<file path="src/rtl/im2col_tensor_addr.sv">
// im2col address generator: walks orow/ocol/channel/kernel-row/kernel-col and emits one
// tensor-buffer address per valid/ready handshake, tagged with S2P lane and column boundaries.
module im2col_tensor_addr #(
   parameter int TENSOR_W   = 8,
   parameter int KERNEL_W   = 4,
   parameter int CHANNELS_W = 8,
   parameter int STRIDE_W   = 4,
   parameter int ADDR_W     = 16,
   parameter int S2P        = 8,
   localparam int LANE_W    = $clog2(S2P)
) (
   input  logic                  clk,
   input  logic                  rstn,
   input  logic                  enable,
   input  logic [TENSOR_W-1:0]   tensor_size,
   input  logic [KERNEL_W-1:0]   kernel_size,
   input  logic [CHANNELS_W-1:0] channels,
   input  logic [STRIDE_W-1:0]   stride,
   input  logic [TENSOR_W-1:0]   ofs,
   output logic [ADDR_W-1:0]     t_addr,
   output logic                  t_valid,
   input  logic                  t_ready,
   output logic [LANE_W-1:0]     t_lane,
   output logic                  beat_last,
   output logic                  col_last,
   output logic                  done,
   output logic [1:0]            dbg_state
);

   typedef enum logic [1:0] {IDLE = 2'd0, LOAD = 2'd1, RUN = 2'd2, DONE = 2'd3} state_t;

   // Handshake: an address transfers on a rising edge where t_valid && t_ready; while
   // t_ready is low, t_addr and all tags hold their value and t_valid stays high.

   state_t                state_q, state_d;
   logic [TENSOR_W-1:0]   t_q, t_d;
   logic [KERNEL_W-1:0]   k_q, k_d;
   logic [CHANNELS_W-1:0] c_q, c_d;
   logic [TENSOR_W-1:0]   ofs_q, ofs_d;
   logic [2*TENSOR_W-1:0] plane_q, plane_d;
   logic [ADDR_W-1:0]     row_step_q, row_step_d;
   logic [STRIDE_W-1:0]   s_q, s_d;

   logic [TENSOR_W-1:0]   orow_q, orow_d, ocol_q, ocol_d;
   logic [CHANNELS_W-1:0] ch_q, ch_d;
   logic [KERNEL_W-1:0]   kr_q, kr_d, kc_q, kc_d;
   logic [LANE_W-1:0]     lane_q, lane_d;

   logic [ADDR_W-1:0]     row_base_q, row_base_d;
   logic [ADDR_W-1:0]     col_base_q, col_base_d;
   logic [ADDR_W-1:0]     ch_base_q, ch_base_d;
   logic [ADDR_W-1:0]     kr_off_q, kr_off_d;

   logic run, kc_last, kr_last, ch_last, ocol_last, orow_last, col_end;

   assign run       = (state_q == RUN);
   assign kc_last   = (kc_q == k_q - KERNEL_W'(1));
   assign kr_last   = (kr_q == k_q - KERNEL_W'(1));
   assign ch_last   = (ch_q == c_q - CHANNELS_W'(1));
   assign ocol_last = (ocol_q == ofs_q);
   assign orow_last = (orow_q == ofs_q);
   assign col_end   = kc_last && kr_last && ch_last;

   assign t_valid   = run;
   assign t_addr    = run ? (ch_base_q + row_base_q + kr_off_q + col_base_q + ADDR_W'(kc_q)) : '0;
   assign t_lane    = run ? lane_q : '0;
   assign col_last  = run && col_end;
   assign beat_last = run && (col_end || (lane_q == LANE_W'(S2P - 1)));
   assign done      = (state_q == DONE);
   assign dbg_state = state_q;

   always_comb begin
      state_d    = state_q;
      t_d        = t_q;
      k_d        = k_q;
      c_d        = c_q;
      s_d        = s_q;
      ofs_d      = ofs_q;
      plane_d    = plane_q;
      row_step_d = row_step_q;
      orow_d     = orow_q;
      ocol_d     = ocol_q;
      ch_d       = ch_q;
      kr_d       = kr_q;
      kc_d       = kc_q;
      lane_d     = lane_q;
      row_base_d = row_base_q;
      col_base_d = col_base_q;
      ch_base_d  = ch_base_q;
      kr_off_d   = kr_off_q;

      case (state_q)
         IDLE: begin
            if (enable) state_d = LOAD;
         end
         LOAD: begin
            t_d        = tensor_size;
            k_d        = kernel_size;
            c_d        = channels;
            s_d        = stride;
            ofs_d      = ofs;
            // The only multiplies live here; RUN advances the bases with adders alone.
            plane_d    = (2*TENSOR_W)'(tensor_size) * (2*TENSOR_W)'(tensor_size);
            row_step_d = ADDR_W'(stride) * ADDR_W'(tensor_size);
            orow_d     = '0;
            ocol_d     = '0;
            ch_d       = '0;
            kr_d       = '0;
            kc_d       = '0;
            lane_d     = '0;
            row_base_d = '0;
            col_base_d = '0;
            ch_base_d  = '0;
            kr_off_d   = '0;
            if (!enable) state_d = IDLE;
            else if (kernel_size == '0 || channels == '0) state_d = DONE;
            else state_d = RUN;
         end
         RUN: begin
            if (!enable) begin
               state_d = IDLE;
            end else if (t_ready) begin
               lane_d = col_end ? '0 : lane_q + LANE_W'(1);
               if (!kc_last) begin
                  kc_d = kc_q + KERNEL_W'(1);
               end else begin
                  kc_d = '0;
                  if (!kr_last) begin
                     kr_d     = kr_q + KERNEL_W'(1);
                     kr_off_d = kr_off_q + ADDR_W'(t_q);
                  end else begin
                     kr_d     = '0;
                     kr_off_d = '0;
                     if (!ch_last) begin
                        ch_d      = ch_q + CHANNELS_W'(1);
                        ch_base_d = ch_base_q + ADDR_W'(plane_q);
                     end else begin
                        ch_d      = '0;
                        ch_base_d = '0;
                        if (!ocol_last) begin
                           ocol_d     = ocol_q + TENSOR_W'(1);
                           col_base_d = col_base_q + ADDR_W'(s_q);
                        end else begin
                           ocol_d     = '0;
                           col_base_d = '0;
                           orow_d     = orow_q + TENSOR_W'(1);
                           row_base_d = row_base_q + row_step_q;
                           if (orow_last) state_d = DONE;
                        end
                     end
                  end
               end
            end
         end
         DONE: begin
            if (!enable) state_d = IDLE;
         end
         default: state_d = IDLE;
      endcase
   end

   always_ff @(posedge clk or negedge rstn) begin
      if (!rstn) begin
         state_q    <= IDLE;
         t_q        <= '0;
         k_q        <= '0;
         c_q        <= '0;
         s_q        <= '0;
         ofs_q      <= '0;
         plane_q    <= '0;
         row_step_q <= '0;
         orow_q     <= '0;
         ocol_q     <= '0;
         ch_q       <= '0;
         kr_q       <= '0;
         kc_q       <= '0;
         lane_q     <= '0;
         row_base_q <= '0;
         col_base_q <= '0;
         ch_base_q  <= '0;
         kr_off_q   <= '0;
      end else begin
         state_q    <= state_d;
         t_q        <= t_d;
         k_q        <= k_d;
         c_q        <= c_d;
         s_q        <= s_d;
         ofs_q      <= ofs_d;
         plane_q    <= plane_d;
         row_step_q <= row_step_d;
         orow_q     <= orow_d;
         ocol_q     <= ocol_d;
         ch_q       <= ch_d;
         kr_q       <= kr_d;
         kc_q       <= kc_d;
         lane_q     <= lane_d;
         row_base_q <= row_base_d;
         col_base_q <= col_base_d;
         ch_base_q  <= ch_base_d;
         kr_off_q   <= kr_off_d;
      end
   end

endmodule

</file>
<file path="config.mk">
export PLATFORM = sky130hd
export DESIGN_NAME = im2col_tensor_addr
export DESIGN_NICKNAME = d
export VERILOG_FILES = /design/src/rtl/im2col_tensor_addr.sv
export SDC_FILE = /design/constraint.sdc
export NUM_CORES = 1
export LEC_CHECK = 0
export ABC_CLOCK_PERIOD_IN_PS = 10800
export BUFFER_PORTS_ARGS = -buffer_cell sky130_fd_sc_hd__buf_2
export CORE_MARGIN = 10
export CORE_UTILIZATION = 60
export DETAILED_ROUTE_END_ITERATION = 8
export MAX_ROUTING_LAYER = met4
export PLACE_DENSITY = 0.87
export SLEW_MARGIN = 20
export SYNTH_ARGS = -nofsm -noshare
export SYNTH_HDL_FRONTEND = slang
export SYNTH_SLANG_ARGS = --single-unit
</file>
<file path="constraint.sdc">
create_clock -name clk -period 10.8 [get_ports clk]
set_input_delay 1.08 -clock clk [delete_from_list [all_inputs] [get_ports clk]]
set_output_delay 1.08 -clock clk [all_outputs]
set_load 0.05 [all_outputs]
</file>
Yosys cells after proc, flatten, opt, wreduce, memory -nomap -nowiden
Cells that the tools add are included.
{ "totals": {"register_bits": 161, "wordCells": 147, "out_inout_bits": 25} }
{ "op_classes": {"reduce_logical": 16, "muxes": 72, "mul": 2, "n_addsub": 16, "eq_ne": 23} }
{ "op_table": {"columns": ["operator", "count"], "rows": [
  ["$mux 16", 22],
  ["$mux 8", 17],
  ["$pmux 16 s2", 4],
  ["$add 16x16->16", 4],
  ["$pmux 8 s2", 3],
  ["$add 16x4->16", 2],
  ["$mux 4", 7],
  ["$add 8x1->8 const B", 3],
  ["$eq 8x8->1", 3],
  ["$mux 2", 10],
  ["$add 16x12->16", 1],
  ["$add 16x8->16", 1],
  ["$mul 8x8->16", 1],
  ["$pmux 4 s2", 2],
  ["$ne 3x2->1 const B", 5],
  ["$mul 4x8->12", 1],
  ["$mux 3", 4],
  ["$add 4x1->4 const B", 2],
  ["$eq 4x4->1", 2],
  ["$logic_not 8->1", 1],
  ["$ne 2x1->1 const B", 4],
  ["$ne 2x2->1 const B", 4],
  ["$pmux 2 s4", 1],
  ["$reduce_and 8->1", 1],
  ["other kinds (19)", 24]
]} }

Depth between registers and ports, before layout
Gate-level depths: netlist of run 1.
{ "depth": {"ltp_word": 9, "mapped_depth": 18, "mapped_depth_nobuf": 17} }

Worst setup path after synthesis of run 1
Ideal clock, no wire load.
{ "synth_path": {"path_kind": "register -> output", "startpoint": "register kc_q[1]", "endpoint": "output t_addr[15]", "slack_ns": 5.264, "arrival_ns": 4.456, "required_ns": 9.720, "stages_incl_launch_ff": 15, "path_cell_list": "dfrtp_1 -> inv_1 -> fa_1 -> fa_1 -> fa_1 -> inv_1 -> ha_1 -> fa_1 -> a21oi_1 -> o221ai_1 -> a221oi_1 -> o21bai_1 -> o31ai_1 -> xnor2_1 -> nor2_1"} }
{ "synth_via": {"elab_chain_cells": 2} }
{ "synth_rtl": {"columns": ["item", "line_no", "text"], "rows": [
  ["start, declared", "46", "logic [KERNEL_W-1:0] kr_q, kr_d, kc_q, kc_d;"],
  ["start signal, assigned", "195", "kc_q <= kc_d;"],
  ["$add 16x4->16", "65", "assign t_addr = run ? (ch_base_q + row_base_q + kr_off_q + col_base_q + ADDR_W'(kc_q)) : '0;"],
  ["$mux 16", "65", null],
  ["end, declared", "20", "output logic [ADDR_W-1:0] t_addr,"]
]} }
No other way between the ends.

Worst setup path in the final report of run 1
Same ends and word-level chain as after synthesis.

==> metrics.md, run 1 <==
| Metric | Value |
|---|---|
| Status | complete, no violations |
| Detail Route Antenna Nets | 0 |
| Total of hold buffers inserted after clock tree synthesis | 0 |
| Met3 usage in global routing | 3.33% |
| Number of top-level design ports | 61 |
| Classification of the worst setup path | reg2out |
| Register bit count reported by yosys | 159 |
| Seq pwr share | 32.6% |
| Static Leakage | 7.13 nW |
| Required arrival time at the worst endpoint | 9.72 ns |
| Overall via count from detail_route | 10825 |
| Number of hold violations in the final report | 0 |
| Number of CTS-inserted buffers | 17 |
| Most numerous cell types in the synthesized netlist | nand2_1 (216), dfrtp_1 (159), inv_1 (127), ha_1 (119), o21ai_0 (95) |
| Area growth from synthesis to final layout | 8.43% |
| Average wire per cell in the routed design | 18.2 um |
| Drt drc | 0 |
| Gate Count Post-Synth | 1460 |
| FFs w/ async S/R, synth | 100% |
| Post-route design area | 14200 um2 |
| Leading register cell type out of synthesis | dfrtp_1 |
| Most common cell in the netlist | nand2_1 |
| Unique cell type count in the Yosys netlist | 75 |
| Tot GR Track Use | 23.8% |
| Wire length of the first global-routing pass | 54500 um |
| Net Sw Frac | 41.4% |
| Worst rel slew slack | 37.3% |
| Total setup violations reported at the end of the flow | 0 |
| Internal power of the cells | 0.00146 W |
| Starting utilization of the core area | 60.5% |
| Clock latency on the worst-skew pair | 0.44 ns |
| DRC violation total after the first TritonRoute iteration | 1044 |
| Endpoint type of the worst setup path | output pin |
| Total congestion overflow after global routing | 0 |
| Max Root-Sink Buffers | 2 |
| Total nets after synthesis | 1688 |
| FP Rows | 54 |
| Part of the power in the clock network | 23.9% |
| Detailed placement HPWL | 24500 um |
| Logic pwr share | 43.4% |
| Grt met1 use | 31.3% |
| Fin crit share | 57.2% |
| Count of warnings emitted by yosys | 0 |
| Max Fclk | 162 MHz |
| Total wire length after detailed routing | 32600 um |
| Switching pwr | 0.00103 W |
| TritonCTS clock tree | done |
| Number of antenna violations at the first check in global routing | 0 |
| Crit start category | flip-flop |
| Number of gates resized after cts | 0 |
| Final core occ | 65.6% |
| # clock sinks | 159 |
| Post-CTS setup repair buffer count | 0 |
| Number of nets in the final layout | 1725 |
| Vias/cell | 6.05 |
| Floorplan die area | 28200 um2 |
| Filler Cell Count | 1662 |
| Horizontal die dimension | 168 um |
| Maximum number of pins on one net before global-route repair | 90 |
| IR Drop Worst-Case VDD | 0.0000958 V |
| Register-to-register setup slack | 7.23 ns |
| Number of flops mapped to enable cells by yosys | 0 |
| RSZ-0062 raised after global routing | no |
| Max FO, Critical Path | 5 |
| Core area | 21700 um2 |
| Vias in the first global route | 10840 |
| Layout cell share with drive strength beyond 1 | 7.95% |
| Vertical die dimension | 168 um |
| Proportion of synthesized chip area in sequential cells | 30.3% |
| Met2 Use GR | 38.2% |
| Placement-stage cell area | 13700 um2 |
| Clock slew at the register clock pins of the worst setup and hold paths | 0.07 ns |
| CP arrival | 5.09 ns |
| Power Dens Cells | 175 nW/um2 |
| Most Crowded Layer GR | met2 |
| Skew final | 0.0149 ns |
| Number of slew-limit violations in the final report | 0 |
| Synth top area cells | dfrtp_1 (30%), ha_1 (11%), fa_1 (11%) |
| Transition at the pin with the smallest max-transition slack | 0.940 ns |
| Largest area contributor in the netlist | dfrtp_1 |
| Min Tclk post-route | 6.17 ns |
| Post-synth top area share | 30.3% |
| Area of the mapped netlist | 13100 um2 |
| H-tree Lvls | 4 |
| Maximum Capacitance Violations | 0 |
| Clk root buf | clkbuf_16 |
| DR pass1 iterations | 6 |
| Antenna cell count | 0 |
| Input/output buffers | 60 |
| Hold/Removal Path Class | reg2reg |
| Routability-driven placement congestion ratio | 0.929 |
| Total Negative Setup Slacks | 0 ns |
| Mean instance size in the synthesized netlist | 8.99 um2 |
## sequential cells by signal (all words and copies together) (netlist names)
register    flops
ch_base_q      16
col_base_q     16
kr_off_q       16
row_base_q     16
plane_q        14
row_step_q     12
c_q             8
ch_q            8
ocol_q          8
ofs_q           8
orow_q          8
t_q             8
k_q             4
kc_q            4
kr_q            4
s_q             4
lane_q          3
dbg_state       2
## worst max-delay path, cell delays in order (launching register included)
cell	delay, ns
dfrtp_1	0.46
inv_1	0.09
fa_1	0.57
fa_1	0.44
fa_1	0.51
inv_1	0.05
ha_1	0.22
fa_1	0.43
a21oi_1	0.34
o221ai_1	0.20
a221oi_1	0.44
o21bai_1	0.17
o31ai_1	0.27
xnor2_1	0.11
nor2_1	0.08
buf_2	0.26
## cell usage in the layout, fill, tap and decap left out, drive strengths merged, types with 9 or more instances in the layout
master    n
nand2   217
dfrtp   159
inv     135
ha      119
o21ai    97
nor2     76
fa       73
buf      67
xnor2    66
a21oi    63
and2     47
xor2     38
a21o     34
nand3    29
o31ai    28
nor3     28
nand4    19
clkbuf   18
o21a     15
and3     13
or3      12
nand2b   11
nor2b    10
a31oi     9
## final timing paths
check	from	end	cells after the start
setup / recovery	kc_q[1]$_DFFE_PN0P_	t_addr[15]	15
hold reg to reg	plane_q[9]$_DFFE_PN0P_	plane_q[9]$_DFFE_PN0P_	2
max in group asynchronous	rstn	plane_q[13]$_DFFE_PN0P_	2
min in group asynchronous	rstn	c_q[0]$_DFFE_PN0P_	1
setup reg to reg	dbg_state[0]$_DFFE_PN0P_	row_base_q[14]$_DFFE_PN0P_	8
hold / removal	plane_q[9]$_DFFE_PN0P_	plane_q[9]$_DFFE_PN0P_	2
## power groups by stage
stage / logic [W] / clock network, W / registers, W
after floorplan: 0.000829 / 0 / 0.000782
after global placement: 0.00102 / 0 / 0.000817
after detailed placement: 0.00107 / 0 / 0.000822
after CTS: 0.00108 / 0.000596 / 0.000811
after global routing: 0.00122 / 0.000625 / 0.000827
final: 0.00108 / 0.000596 / 0.000814
## layer usage
| metal | part of all wire [%] | vias to the layer above |
|---|---|---|
| met5 | 0 | - |
| met4 | 1.6 | 0 |
| met3 | 6.8 | 45 |
| met2 | 49 | 407 |
| met1 | 43 | 5267 |
| li1 | - | 5106 |
## through the flow
step / instances / hold WS (ns) / setup slack, ns / total power, W
finish: 1789 / 0.494 / 4.63 / 0.00249
global route: 1789 / 0.502 / 4.42 / 0.00267
CTS: 1789 / 0.496 / 4.65 / 0.00248
detailed placement: 1758 / 0.476 / 5.14 / 0.00189
global placement: 1758 / 0.464 / 5.28 / 0.00184
floorplan: 1460 / 0.445 / 5.26 / 0.00161
## layout make-up
type / instances / area, um2 / area share, %
Sequential cell: 159 / 3980 / 28.0
Clock inverter: 13 / 129 / 0.906
Clock buffer: 18 / 439 / 3.09
Tap cell: 280 / 350 / 2.46
Timing Repair Buffer: 67 / 359 / 2.52
Inverter: 128 / 480 / 3.38
Multi-Input combinational cell: 1124 / 8490 / 59.7
## cell families (layout without fill, tap and decap cells)
group	count (synthesis)	after routing	synth area share, %
simple gates	494	494	17.8
compound gates	328	328	16.4
fa+ha+maj	192	192	22.5
buf+inv	177	226	5.24
flops	159	159	30.3
xor+xnor	107	107	7.46
mux	3	3	0.238
Note: power is estimated with default switching activity, not from simulation.
==> run 2: changes to the inputs <==
ABC_CLOCK_PERIOD_IN_PS = 5600   (was 10800)
CORE_UTILIZATION = 57   (was 60)
clock period = 5.6 ns   (was 10.8 ns; I/O delays follow)
==> run 2 against run 1 <==
  * Clock skew is 0.0026 ns lower
  * Core utilization is 2.6 points lower
  * Global-route usage is 0.27 points lower
  * Non-clock buffer count stayed put
  * Combinational power is 94% higher
  * First-iteration DRC count is 1.3% lower
  * Register-to-register slack worse by 5.4 ns
  * Via count is 1.4% higher
  * Sequential power is 93% higher
  * Critical path type unchanged
  * Critical endpoint unchanged
==> metrics.md, run 2 (synthesis results as in run 1) <==
| Metric | Value |
|---|---|
| Hold/Removal Path Class | in2async |
| Clock latency on the worst-skew pair | 0.44 ns (about the same) |
| CP arrival | 4.79 ns (-0.30 ns) |
| Number of CTS-inserted buffers | 17 (unchanged) |
| Area growth from synthesis to final layout | 8.68% |
| Average wire per cell in the routed design | 18.5 um (+1.4%) |
| Net Sw Frac | 42.0% (+0.63 points) |
| Most common cell after layout, fill and taps aside | nand2_1 |
| Multi-input gate area | 8530 um2 (+0.40%) |
| Worst-path cell chain | inv_1 -> fa_1 -> fa_1 -> fa_1 -> inv_1 -> ha_1 -> fa_1 -> a21oi_2 -> o221ai_1 -> a221oi_2 -> o21bai_1 -> o31ai_2 -> xnor2_1 -> nor2_1 -> buf_2 |
| Detail Route Antenna Nets | 0 (unchanged) |
| Layout cell share with drive strength beyond 1 | 8.34% (+0.39 points) |
| Vias/cell | 6.11 (+1.0%) |
| Fin crit share | 95.6% |
| Critical path destination | t_addr[15] |
| Tot GR Track Use | 23.5% (-0.27 points) |
| Horizontal die dimension | 172 um (+2.3%) |
| Total congestion overflow after global routing | 0 (unchanged) |
| Clock slew at the register clock pins of the worst setup and hold paths | 0.07 ns (about the same) |
| Max Fclk | 187 MHz |
| FF/Latch Area | 3980 um2 (unchanged) |
| FP Rows | 55 (+1.9%) |
| Vertical die dimension | 172 um (+2.3%) |
| Wire length of the first global-routing pass | 55000 um (+1.0%) |
| Required arrival time at the worst endpoint | 5.04 ns (-4.68 ns) |
| Starting utilization of the core area | 58.0% (-2.5 points) |
| Transition at the pin with the smallest max-transition slack | 1.01 ns (+0.0650 ns) |
| Part of the power in the clock network | 23.5% (-0.4 points) |
| Maximum number of pins on one net before global-route repair | 103 (+14%) |
| Number of cells traversed by the worst register-to-register path | 8 (unchanged) |
| Seq pwr share | 32.8% (+0.2 points) |
| Skew final | 0.0123 ns (-0.00257 ns) |
| Vias in the first global route | 11074 (+2.2%) |
| Launching point of the worst reg2reg path | dbg_state[0]$_DFFE_PN0P_ |
| Crit start category | flip-flop |
| Crit. path cell count | 15 (unchanged) |
| Max Root-Sink Buffers | 2 (unchanged) |
| Register-to-register setup slack | 1.80 ns (-5.43 ns) |
| Overall via count from detail_route | 10972 (+1.4%) |
| Input/output buffers | 60 (unchanged) |
| Logic pwr share | 43.7% (+0.3 points) |
| Number of slew-limit violations in the final report | 0 (unchanged) |
| TritonCTS clock tree | done |
| H-tree Lvls | 4 (unchanged) |
| DRC violation total after the first TritonRoute iteration | 1030 (-1.3%) |
| Number of antenna violations at the first check in global routing | 0 (unchanged) |
| Internal power of the cells | 0.00278 W (+90%) |
| Launch point of the worst path | kc_q[1]$_DFFE_PN0P_ |
| Endpoint type of the worst setup path | output pin |
| Drt drc | 0 (unchanged) |
| Switching pwr | 0.00201 W (+95%) |
| Power Dens Cells | 336 nW/um2 (+92%) |
| # clock sinks | 159 (unchanged) |
| Most repeated library cell on the critical path | fa_1 |
| Worst rel slew slack | 32.8% (-4.5 points) |
| Crit-path slowest cell | fa_1 |
| Min Tclk post-route | 5.35 ns |
| Static Leakage | 7.13 nW (about the same) |
| Final core occ | 63.0% (-2.6 points) |
| DR pass1 iterations | 6 (unchanged) |
| Number of hold violations in the final report | 0 (unchanged) |
| Max FO, Critical Path | 5 (unchanged) |
| Filler Cell Count | 1762 (+6.0%) |
| Classification of the worst setup path | reg2out |
| RSZ-0062 raised after global routing | yes |
| Buffers plus inverters on the worst setup path | 3 (unchanged) |
| Floorplan die area | 29500 um2 (+4.6%) |
| Total Negative Setup Slacks | 0 ns (unchanged) |
| Routability-driven placement congestion ratio | 0.941 (+1.4%) |
| Total setup violations reported at the end of the flow | 0 (unchanged) |
| Total wire length after detailed routing | 33100 um (+1.7%) |
| Core area | 22600 um2 (+4.4%) |
| Maximum Capacitance Violations | 0 (unchanged) |
| Commonest non-fill, non-tap cells in the layout | nand2_1 (215), dfrtp_1 (159), inv_1 (127) |
| IR Drop Worst-Case VDD | 0.000228 V (+140%) |
| Cell class contributing the biggest share of worst-path delay | adder cells |
| Antenna cell count | 0 (unchanged) |
| Number of nets in the final layout | 1725 (unchanged) |
| Clk root buf | clkbuf_16 |
| Reg-to-reg critical path endpoint | orow_q[7]$_DFFE_PN0P_ |
| Number of top-level design ports | 61 (unchanged) |
| Largest stage delay on the critical path | 0.57 ns (about the same) |
| Status | complete, no violations |
| Detailed placement HPWL | 24600 um (+0.16%) |
## run 2: cell count changes in the layout (fill, tap and decap cells not counted), moves of 2 or more
| cell | previous run | this run |
|---|---|---|
| a221oi_1 | 4 | 2 |
| a221oi_2 | 0 | 2 |
| clkinvlp_4 | 1 | 3 |
| inv_6 | 6 | 4 |
| inv_8 | 1 | 4 |
## run 2: layout make-up
class                           instances  area share [%]
Multi-Input combinational cell       1124            59.8
Sequential cell                       159            27.9
Inverter                              128            3.37
Clock buffer                           18            3.08
Timing Repair Buffer                   67            2.52
Tap cell                              285            2.50
Clock inverter                         14           0.851
## run 2: how the worst min path moves through the flow
stage | cells past startpoint | slack, ns | endpoint | start
after floorplan | 0 | 0.26 | c_q[0]$_DFFE_PN0P_ | rstn
after global placement | 1 | 0.46 | col_base_q[6]$_DFFE_PN0P_ | col_base_q[6]$_DFFE_PN0P_
after detailed placement | 1 | 0.47 | col_base_q[6]$_DFFE_PN0P_ | col_base_q[6]$_DFFE_PN0P_
after CTS | 1 | 0.29 | c_q[0]$_DFFE_PN0P_ | rstn
after global routing | 1 | 0.31 | c_q[1]$_DFFE_PN0P_ | rstn
final | 1 | 0.22 | c_q[1]$_DFFE_PN0P_ | rstn
## run 2: layer usage
layer	GRT usage [%]	share of wire (%)
met2	37.6	48
met1	29.9	42
met5	-	0
met4	8.62	2.9
met3	3.44	6.7
## run 2: per-stage QoR
stage	setup WS (ns)	instance area, um2	total power (W)	hold slack (ns)	instances
global route	-0.00682	14300	0.00513	0.309	1795
detailed placement	0.455	13700	0.00363	0.473	1763
CTS	0.108	14200	0.00476	0.289	1795
global placement	0.624	13700	0.00353	0.464	1763
finish	0.248	14300	0.00480	0.217	1795
floorplan	0.584	13100	0.00311	0.264	1460
## run 2: power groups by stage
stage,Combinational [W],Sequential [W],Clock (W)
3_3_place_gp,0.00196,0.00157,0
4_1_cts,0.00208,0.00157,0.00112
5_1_grt,0.00236,0.00159,0.00118
3_5_place_dp,0.00204,0.00158,0
2_1_floorplan,0.00160,0.00151,0
6_report,0.00210,0.00157,0.00113
## run 2: timing repair
action,CTS,global route
endpoints found under the hold margin,0,0
resized for setup,1,4
setup endpoints to repair,1,3
hold buffers,0,0
setup buffers,0,0
pin swaps,0,0
